File: src/rtl/systolic_pkg.sv
// Shared types for the systolic array host driver.
package systolic_pkg;

  typedef enum logic [1:0] {
    LOAD  = 2'd0,
    SEND  = 2'd1,
    DRAIN = 2'd2,
    READ  = 2'd3
  } systolic_drv_state_t;

endpackage

File: src/rtl/systolic_vec_buf.sv
// size x nbits register file written one element at a time by index,
// with a synchronous clear and the whole vector exposed flat.
module systolic_vec_buf #(
  parameter int unsigned size  = 4,
  parameter int unsigned nbits = 16
) (
  input  logic                       clk,
  input  logic                       rst,
  input  logic                       clear,
  input  logic                       we,
  input  logic [$clog2(size)-1:0]    idx,
  input  logic [nbits-1:0]           din,
  output logic [size*nbits-1:0]      vec
);

  localparam int unsigned iw = $clog2(size);

  always_ff @(posedge clk or posedge rst) begin
    if (rst) begin
      vec <= '0;
    end else if (clear) begin
      vec <= '0;
    end else if (we) begin
      for (int unsigned j = 0; j < size; j++) begin
        if (idx == iw'(j)) vec[j*nbits +: nbits] <= din;
      end
    end
  end

endmodule

File: src/rtl/systolic_driver.sv
// Host-side driver for the systolic MAC array: assembles serial job data into
// X/W vectors, hands them to the array, waits for drain, then streams results out.
module systolic_driver
  import systolic_pkg::*;
#(
  parameter int unsigned size         = 4,
  parameter int unsigned nbits        = 16,
  parameter int unsigned drain_cycles = 12
) (
  input  logic                      clk,
  input  logic                      rst,
  input  logic [nbits-1:0]          in_msg,
  input  logic                      in_val,
  output logic                      in_rdy,
  output logic [size*nbits-1:0]     l_x_col_out,
  output logic                      x_send_val,
  input  logic                      x_send_rdy,
  output logic [size*nbits-1:0]     t_w_row_out,
  output logic                      w_send_val,
  input  logic                      w_send_rdy,
  output logic [$clog2(size)-1:0]   out_rsel,
  output logic [$clog2(size)-1:0]   out_csel,
  input  logic [nbits-1:0]          b_s_in,
  output logic [nbits-1:0]          out_msg,
  output logic                      out_val,
  input  logic                      out_rdy,
  output logic                      job_done
);

  localparam int unsigned iw = $clog2(size);
  localparam int unsigned ew = $clog2(2*size);
  localparam int unsigned dw = $clog2(drain_cycles+1);

  systolic_drv_state_t state;
  logic [ew-1:0] elem;
  logic [iw-1:0] step;
  logic [dw-1:0] dcnt;
  logic [iw-1:0] row;
  logic [iw-1:0] col;
  logic          x_sent;
  logic          w_sent;

  logic accept;
  logic x_we;
  logic w_we;
  logic x_fire;
  logic w_fire;
  logic out_fire;
  logic last_rc;

  // All handshake outputs decode directly from registered state.
  assign in_rdy     = (state == LOAD);
  assign accept     = in_rdy && in_val;
  assign x_we       = accept && !elem[ew-1];
  assign w_we       = accept &&  elem[ew-1];

  assign x_send_val = (state == SEND) && !x_sent;
  assign w_send_val = (state == SEND) && !w_sent;
  assign x_fire     = x_send_val && x_send_rdy;
  assign w_fire     = w_send_val && w_send_rdy;

  assign out_val    = (state == READ);
  assign out_msg    = b_s_in;
  assign out_rsel   = row;
  assign out_csel   = col;
  assign out_fire   = out_val && out_rdy;
  assign last_rc    = (row == iw'(size-1)) && (col == iw'(size-1));
  assign job_done   = out_fire && last_rc;

  // Upper element-counter bit selects X vs W; low bits are the vector index.
  systolic_vec_buf #(.size(size), .nbits(nbits)) u_x_buf (
    .clk   (clk),
    .rst   (rst),
    .clear (job_done),
    .we    (x_we),
    .idx   (elem[iw-1:0]),
    .din   (in_msg),
    .vec   (l_x_col_out)
  );

  systolic_vec_buf #(.size(size), .nbits(nbits)) u_w_buf (
    .clk   (clk),
    .rst   (rst),
    .clear (job_done),
    .we    (w_we),
    .idx   (elem[iw-1:0]),
    .din   (in_msg),
    .vec   (t_w_row_out)
  );

  always_ff @(posedge clk or posedge rst) begin
    if (rst) begin
      state  <= LOAD;
      elem   <= '0;
      step   <= '0;
      dcnt   <= '0;
      row    <= '0;
      col    <= '0;
      x_sent <= 1'b0;
      w_sent <= 1'b0;
    end else begin
      case (state)
        LOAD: begin
          if (accept) begin
            if (elem == ew'(2*size-1)) begin
              elem  <= '0;
              state <= SEND;
            end else begin
              elem <= elem + ew'(1);
            end
          end
        end

        // Channels complete independently; leave once both have fired.
        SEND: begin
          if ((x_sent || x_fire) && (w_sent || w_fire)) begin
            x_sent <= 1'b0;
            w_sent <= 1'b0;
            if (step == iw'(size-1)) begin
              state <= DRAIN;
            end else begin
              step  <= step + iw'(1);
              state <= LOAD;
            end
          end else begin
            x_sent <= x_sent || x_fire;
            w_sent <= w_sent || w_fire;
          end
        end

        DRAIN: begin
          if (dcnt == dw'(drain_cycles-1)) begin
            dcnt  <= '0;
            state <= READ;
          end else begin
            dcnt <= dcnt + dw'(1);
          end
        end

        READ: begin
          if (out_fire) begin
            if (col == iw'(size-1)) begin
              col <= '0;
              if (row == iw'(size-1)) begin
                row   <= '0;
                step  <= '0;
                state <= LOAD;
              end else begin
                row <= row + iw'(1);
              end
            end else begin
              col <= col + iw'(1);
            end
          end
        end

        default: state <= LOAD;
      endcase
    end
  end

endmodule

File: config.mk
export PLATFORM = sky130hd
export DESIGN_NAME = systolic_driver
export DESIGN_NICKNAME = d
export VERILOG_FILES = /design/src/rtl/systolic_pkg.sv /design/src/rtl/systolic_vec_buf.sv /design/src/rtl/systolic_driver.sv
export SDC_FILE = /design/constraint.sdc
export NUM_CORES = 1
export LEC_CHECK = 0
export CAP_MARGIN = 5
export CORE_UTILIZATION = 44
export DETAILED_ROUTE_END_ITERATION = 12
export GPL_TIMING_DRIVEN = 0
export PLACE_DENSITY = 0.84
export REMOVE_ABC_BUFFERS = 1
export SLEW_MARGIN = 30
export SYNTH_ARGS = -nofsm -noshare
export SYNTH_HDL_FRONTEND = slang
export SYNTH_HIERARCHICAL = 1
export SYNTH_SLANG_ARGS = --single-unit
File: constraint.sdc
create_clock -name clk -period 2.08 [get_ports clk]
set_clock_uncertainty 0.05 [all_clocks]
set_input_delay 0.312 -clock clk [delete_from_list [all_inputs] [get_ports clk]]
set_output_delay 0.312 -clock clk [all_outputs]
set_load 0.05 [all_outputs]
* Yosys cells after proc, flatten, opt, wreduce, memory -nomap -nowiden
Index checks and enable logic that the tools add are counted.
Operators by class: order comparisons 0, reduce and logical (&&, ||, !) cells 38, multipliers 0, bitwise logic cells 0, add/subtract/negate cells 5, equal/unequal tests 19, shift operators 0, divide/modulo/power cells 0, multiplexer cells 26
Operators by type and width (count):
- 64-bit two-way mux | 4
- 16-bit two-way mux | 4
- 2-bit two-way mux | 12
- 2-bit AND reduction | 10
- 2-bit equality test (second input constant) | 7
- 2-bit nonzero test | 7
- 2-bit by 1-bit inequality test with 1-bit output (second input constant) | 6
- 1-bit logical AND | 11
- 2-bit one-hot mux with 4 select lines | 1
- 7-bit AND reduction | 1
- 2-bit by 1-bit adder with 2-bit output (second input constant) | 3
- 6-bit AND reduction | 1
- 4-bit by 1-bit adder with 4-bit output (second input constant) | 1
- 2-bit by 1-bit equality test with 1-bit output (second input constant) | 2
- 4-bit equality test (second input constant) | 1
- 2-bit logical NOT | 2
- 4-bit two-way mux | 1
- 2-bit inequality test (second input constant) | 2
- 2-bit one-hot mux with 2 select lines | 1
- 3-bit by 1-bit adder with 3-bit output (second input constant) | 1
- 3-bit equality test (second input constant) | 1
- 1-bit logical NOT | 3
- 3-bit two-way mux | 1
- 3-bit AND reduction | 1
- other kinds (2) | 4
Storage, ports and cells: register bits after elaboration 145, memory bits (writable) 0, memories kept 0, latch bits 0, output and inout bits 153, memory bits (read-only) 0

* Logic depth before layout (Yosys ltp)
Gate-level depths: netlist of run 1.
depth after elaboration 7, depth in mapped cells 8

* By module
The synthesis of run 1 kept the hierarchy.
By module, submodules not included:
- systolic_vec_buf | cells an instance 230, instances 2, area each 2867.8 um^2
- systolic_driver | cells an instance 100, instances 1, area each 1028.5 um^2

* Worst setup path after synthesis of run 1
OpenSTA, ideal clock, no wires.
kind reg-to-reg, from register state[0], to register u_x_buf.vec[0], arrival 2.508 ns, path buffers 3, setup time 0.125 ns, cell stages (with the launch flop) 9, required time 1.905 ns, slack -0.603 ns, period minus slack after synthesis 2.683 ns, cell sequence dfrtp_1 buf_4 nor2_1 nand2_1 nor2_1 or3b_1 buf_6 buf_6 mux2i_1
On the way: word-level cells in the longest chain between the ends 5, elaborated cells on any way between the ends 10, classes of those cells eq/ne: 1; mux: 1; reduce/logical: 8
RTL lines:
- from (decl) | line systolic_driver.sv:34 | systolic_drv_state_t state;
- from (signal assigned) | line systolic_driver.sv:93 | state <= LOAD;
- from (signal assigned) | line systolic_driver.sv:107 | state <= SEND;
- from (signal assigned) | line systolic_driver.sv:120 | state <= DRAIN;
- 2-bit logical NOT | line systolic_driver.sv:52 | assign in_rdy = (state == LOAD);
- named net in_rdy | line systolic_driver.sv:14 | output logic in_rdy,
- 1-bit logical AND | line systolic_driver.sv:53 | assign accept = in_rdy && in_val;
- 1-bit logical AND | line systolic_driver.sv:54 | assign x_we = accept && !elem[ew-1];
- named net x_we | line systolic_driver.sv:44 | logic x_we;
- 2-bit nonzero test (no line)
- 2-bit AND reduction (no line)
- to (signal, indexed assignment) | line systolic_vec_buf.sv:25 | if (idx == iw'(j)) vec[j*nbits +: nbits] <= din;
- to (decl) | line systolic_vec_buf.sv:13 | output logic [size*nbits-1:0] vec
The timed path passes the listed nets, and every way through them passes these cells. A chain may end at the register's enable or synchronous reset.

==> impl_metrics.env, run 1 <==
export IMPL_critPathCapture="job_done"
export IMPL_grt_pass1_vias=5240
export IMPL_path_clk_slew_ns=0.06
export IMPL_antenna_cells=0
export IMPL_place_area_um2=8450
export IMPL_powerDensity_nw_per_um2=1950
export IMPL_fmax_mhz=494
export IMPL_cts_sink_count=145
export IMPL_ys_async_sr_fraction=1.00
export IMPL_cts_htree_levels=4
export IMPL_place_hpwl_mm=11.5
export IMPL_clkLatencyLatePin_ns=0.42
export IMPL_syn_area_um2=6760
export IMPL_tightest_slew_ns=0.704
export IMPL_die_area_um2=15900
export IMPL_avgSynthCellArea_um2=12.1
export IMPL_grt_pass1_wl_mm=28.8
export IMPL_period_minus_slack_ns=2.02
export IMPL_grt_max_degree=56
export IMPL_drc=0
export IMPL_netlist_top_cell_by_area="dfrtp_1"
export IMPL_setup_viol=0
export IMPL_crit_path_start_kind="flip-flop"
export IMPL_postRouteAntennaNets=0
export IMPL_wl_per_cell_um=20.2
export IMPL_yosysMostFrequentCell="nand2b_1"
export IMPL_cp_depth=4
export IMPL_syn_inst=560
export IMPL_port_buffers=158
export IMPL_finish_net_count=755
export IMPL_die_h_um=126
export IMPL_core_area_um2=14800
export IMPL_power_leakage_nw=4.67
export IMPL_cts_tree="yes"
export IMPL_synth_ff_type="dfrtp_1"
export IMPL_crit_path_end_kind="output pin"
export IMPL_gp_congestion=0.789
export IMPL_drv_slew=0
export IMPL_layout_drive_gt1_share=0.114
export IMPL_n_fill_cell=1097
export IMPL_yosysUniqueCellTypes=33
export IMPL_synth_area_leaders="dfrtp_1, mux2i_1, nand2b_1"
export IMPL_antenna_found_initial=0
export IMPL_min_path_type="input pin to async pin"
export IMPL_arrival_ns=1.66
export IMPL_start_util=0.458
export IMPL_synth_warning_count=6
export IMPL_cts_hold_buf=0
export IMPL_fin_area_um2=9310
export IMPL_rows=44
export IMPL_synth_edf_count=0
export IMPL_timing_rr_end="u_x_buf/vec[9]"
export IMPL_maxCapViolations=0
export IMPL_dr_total_vias=4807
export IMPL_cp_max_fo=25
export IMPL_yosys_register_bits=145
export IMPL_path_delay_family="simple AND/OR/NAND/NOR gates"
export IMPL_ioPinCount=191
export IMPL_finalWirelength_mm=18.3
export IMPL_max_stage_delay_ns=0.43
export IMPL_cts_max_path_buffers=2
export IMPL_path_cells="and2_4, and4_4, buf_16, buf_12"
export IMPL_viasPerCell=5.31
export IMPL_ir_drop_mv=1.04
export IMPL_cts_root_buf="clkbuf_16"
export IMPL_synth_seq_area_share=0.536
export IMPL_die_w_um=126
export IMPL_synth_top_area_share=0.536
export IMPL_rr_worst_depth=5
export IMPL_status="completed"
export IMPL_fin_setup_tns_ns=0
export IMPL_crit_type="flip-flop to output pin"
export IMPL_final_hold_viol_count=0
export IMPL_rrSetupSlack_ns=0.09
export IMPL_hold_ws_ns=0.201
export IMPL_slew_headroom=0.530
export IMPL_drt_iter0_markers=152
export IMPL_overflow=0
export IMPL_first_pass_iters=5
export IMPL_cp_buffers_inverters=2
export IMPL_crit_required_ns=1.72
export IMPL_grt_use_total=0.240
export IMPL_synth_commonest_cells="nand2b_1, dfrtp_1, mux2i_1"
export IMPL_crit_slowest_cell="dfrtp_2"
export IMPL_cts_buffers_inserted=17
export IMPL_syn2layout_area_growth_pct=37.6
export IMPL_rsz0062_at_grt="yes"
export IMPL_fin_crit_sh=0.973
==> sequential cells by signal (all words and copies together) (netlist names), named ones only <==
| register | flops |
|---|---|
| u_w_buf/vec | 64 |
| x_sent | 1 |
| u_x_buf/vec | 64 |
| step | 2 |
| out_rsel | 2 |
| state | 1 |
| out_csel | 2 |
| elem | 3 |
| dcnt | 4 |
| w_sent | 1 |
==> metrics by stage <==
step           setup WS, ns   util  total power (W)  instances
2_1_floorplan        -0.732      -           0.0113        513
3_3_place_gp          -1.13  0.562           0.0143        855
3_5_place_dp         -0.944  0.573           0.0146        864
4_1_cts              -0.203  0.625           0.0182        901
5_1_grt             0.00424  0.631           0.0189        906
6_report             0.0555  0.631           0.0182        906
==> per-layer routing <==
metal,GRT usage,wire length [um],vias up
met2,0.381,8690,191
met3,0.0654,992,23
li1,-,-,2166
met1,0.307,8230,2427
met4,0.109,397,0
met5,0,0,-
==> worst min path at each step <==
stage / from / end / depth (start not counted)
floorplan: rst / async pin / 1
global placement: dcnt[0] / dcnt[0] / 1
detailed placement: step[1] / step[1] / 1
CTS: rst / u_x_buf/vec[62] / 2
global route: rst / u_x_buf/vec[61] / 2
finish: rst / u_x_buf/vec[61] / 2
==> placed cells by master (no fill, tap or decap), types with 2 or more instances in the layout <==
master / synthesis / routed
a21oi_1: 4 / 4
nor2_2: 1 / 2
bufinv_16: 0 / 6
nand2_1: 8 / 8
buf_4: 17 / 7
nor2_1: 11 / 9
clkdlybuf4s15_2: 0 / 2
clkdlybuf4s50_1: 0 / 153
inv_4: 0 / 2
or3b_4: 0 / 3
mux2i_1: 129 / 129
buf_16: 0 / 2
nor3_1: 5 / 5
dfrtp_2: 0 / 4
a22o_2: 2 / 2
and3b_1: 2 / 2
ha_1: 6 / 4
o21ai_0: 4 / 4
buf_12: 0 / 2
nand3_1: 3 / 3
and4_2: 0 / 2
mux2_2: 4 / 4
clkbuf_16: 0 / 18
buf_8: 0 / 3
dfrtp_1: 145 / 141
clkinv_2: 0 / 5
nand3b_1: 4 / 4
a21o_1: 5 / 5
ha_4: 0 / 2
buf_6: 4 / 3
nand2b_1: 161 / 161
==> report_power, final <==
part | internal [W] | switching [W]
logic | 0.00326 | 0.00632
clock network | 0.00226 | 0.00115
registers | 0.00419 | 0.000982
==> area by class of cell <==
class	instances	area, um^2	area share
clock buffer	18	439	0.0472
clock inverter	12	214	0.0230
inverter	3	16.3	0.00175
multi-input combinational	368	2920	0.314
sequential	145	3630	0.390
tap	184	230	0.0247
timing repair buffer	176	1860	0.199
==> cells by family after synthesis <==
family,count (synthesis),synth area share
and+or+nand+nor,208,0.192
adders and majority gates,6,0.0111
muxes,134,0.200
DFF,145,0.536
AOI/OAI and AO/OA,17,0.0170
buffers and inverters,50,0.0435
==> timing repair <==
| action | 4_1_cts | 5_1_grt |
|---|---|---|
| endpoints found under the setup margin | 111 | 49 |
| setup buffers | 3 | 4 |
| endpoints found under the hold margin | 0 | 0 |
| gates resized for setup | 27 | 9 |
| pin swaps | 1 | 2 |
| cloned | 4 | 1 |
Power figures use the tool's default switching activity.
==> inputs of run 2 (changes only) <==
--- a/config.mk
+++ b/config.mk
@@ -6,10 +6,10 @@
 export NUM_CORES = 1
 export LEC_CHECK = 0
 export CAP_MARGIN = 5
-export CORE_UTILIZATION = 44
+export CORE_UTILIZATION = 48
 export DETAILED_ROUTE_END_ITERATION = 12
 export GPL_TIMING_DRIVEN = 0
-export PLACE_DENSITY = 0.84
+export PLACE_DENSITY = 0.87
 export REMOVE_ABC_BUFFERS = 1
 export SLEW_MARGIN = 30
 export SYNTH_ARGS = -nofsm -noshare
==> constraint.sdc (replaced) <==
create_clock -name clk -period 2.3 [get_ports clk]
set_clock_uncertainty 0.05 [all_clocks]
set_input_delay 0.345 -clock clk [delete_from_list [all_inputs] [get_ports clk]]
set_output_delay 0.345 -clock clk [all_outputs]
set_load 0.05 [all_outputs]
==> run 2 against run 1 <==
Via count grew 0.52%; setup slack improved by 0.015 ns; clock-buffer cell count is the same; sequential share of layout area rose by 0.47 points; global-route usage is 0.64 points higher; critical path type unchanged.
==> impl_metrics.env, run 2 (same netlist as run 1, synthesis figures left out) <==
export IMPL_crit_slowest_cell="dfrtp_1"
export IMPL_final_hold_viol_count=0
export IMPL_arrival_ns=1.83
export IMPL_rows=43
export IMPL_regArea_um2=3630
export IMPL_finalNonFillerCells=901
export IMPL_first_pass_iters=5
export IMPL_slew_headroom=0.516
export IMPL_place_hpwl_mm=11.3
export IMPL_crit_path_start_kind="flip-flop"
export IMPL_drc=0
export IMPL_setup_viol=0
export IMPL_rsz0062_at_grt="no"
export IMPL_grt_pass1_wl_mm=26.8
export IMPL_postRouteAntennaNets=0
export IMPL_cts_max_path_buffers=2
export IMPL_wl_met1_mm=7.78
export IMPL_start_util=0.489
export IMPL_finish_net_count=751
export IMPL_crit_type="flip-flop to output pin"
export IMPL_layout_common_cells="nand2b_1, clkdlybuf4s50_1, dfrtp_1"
export IMPL_die_w_um=121
export IMPL_overflow=0
export IMPL_gp_congestion=0.766
export IMPL_cts_root_buf="clkbuf_16"
export IMPL_clkLatencyLatePin_ns=0.42
export IMPL_grt_use_total=0.246
export IMPL_status="completed"
export IMPL_layout_commonest_cell="nand2b_1"
export IMPL_tightest_slew_ns=0.725
export IMPL_cts_tree="yes"
export IMPL_n_fill_cell=982
export IMPL_routed_top_layer="met4"
export IMPL_ioPinCount=191
export IMPL_placed_cells=860
export IMPL_fin_crit_sh=0.970
export IMPL_wl_per_cell_um=19.7
export IMPL_wl_met2_mm=8.56
export IMPL_routed_wl_met3_mm=1.03
export IMPL_fmax_mhz=448
export IMPL_core_area_um2=13800
export IMPL_grt_pass1_vias=4911
export IMPL_layout_drive_gt1_share=0.104
export IMPL_multi_input_area_um2=2900
export IMPL_cts_htree_levels=4
export IMPL_top_regs="u_w_buf/vec x64, u_x_buf/vec x64, dcnt x4"
export IMPL_path_cells="ha_2, and4_4, buf_16, buf_6"
export IMPL_antenna_found_initial=0
export IMPL_finalWirelength_mm=17.7
export IMPL_period_minus_slack_ns=2.23
export IMPL_die_area_um2=14600
export IMPL_crit_path_end_kind="output pin"
export IMPL_maxCapViolations=0
export IMPL_min_path_type="input pin to async pin"
export IMPL_viasPerCell=5.36
export IMPL_cts_sink_count=145
export IMPL_die_h_um=121
export IMPL_drt_iter0_markers=303
export IMPL_crit_required_ns=1.90
export IMPL_drv_slew=0
export IMPL_syn2layout_area_growth_pct=35.9
export IMPL_rrSetupSlack_ns=0.17
export IMPL_port_buffers=158
export IMPL_max_stage_delay_ns=0.40
export IMPL_cp_max_fo=39
export IMPL_dr_total_vias=4832
export IMPL_path_clk_slew_ns=0.06
export IMPL_cts_buffers_inserted=17
export IMPL_grt_max_degree=79
-- run 2: cell type report --
cell class	count	share of cell area
sequential	145	0.395
multi-input combinational	368	0.315
timing repair buffer	172	0.194
clock buffer	18	0.0478
tap	180	0.0245
clock inverter	14	0.0219
inverter	3	0.00177
antenna	1	0.000272
-- run 2: critical path: cells and delay by family (launching register included) --
kind / cells / cell delay [ns]
buffers and inverters: 2 / 0.38
DFF: 1 / 0.40
and+or+nand+nor: 1 / 0.34
adders and majority gates: 1 / 0.28
-- run 2: final timing paths --
| kind | start | end | cells past startpoint |
|---|---|---|---|
| min in group clk | dcnt[0] | dcnt[0] | 1 |
| max in group asynchronous | rst | async pin | 2 |
| setup reg to reg | state[0] | u_w_buf/vec[14] | 4 |
| setup / recovery | out_rsel[0] | job_done | 4 |
| hold reg to reg | dcnt[0] | dcnt[0] | 1 |
| hold / removal | rst | u_x_buf/vec[30] | 2 |
-- run 2: layer usage --
layer | up-vias | global-route usage
li1 | 2181 | -
met5 | - | 0
met1 | 2434 | 0.319
met4 | 0 | 0.0972
met2 | 193 | 0.398
met3 | 24 | 0.0608
-- run 2: through the flow --
stage	instance area (um^2)	setup TNS [ns]	hold WS, ns	util	setup WS, ns
final	9190	0	0.267	0.665	0.0701
after detailed placement	8440	-14.11	0.445	0.610	-0.866
after global placement	8290	-130.23	0.435	0.599	-0.981
after CTS	9150	0	0.261	0.661	0.0348
after global routing	9190	0	0.279	0.665	0.0132
after floorplan	6480	-40.37	0.221	-	-0.512
-- run 2: timing repair --
action,CTS,global route
gates cloned,3,1
hold endpoints to repair,0,0
endpoints found under the setup margin,80,22
pin swaps,1,0
hold buffers,0,0
gates resized for setup,19,3
setup buffers,3,1
Power of run 2 is not shown: default switching activity piles up to over one toggle a cycle in this logic, so the estimate is an artifact.
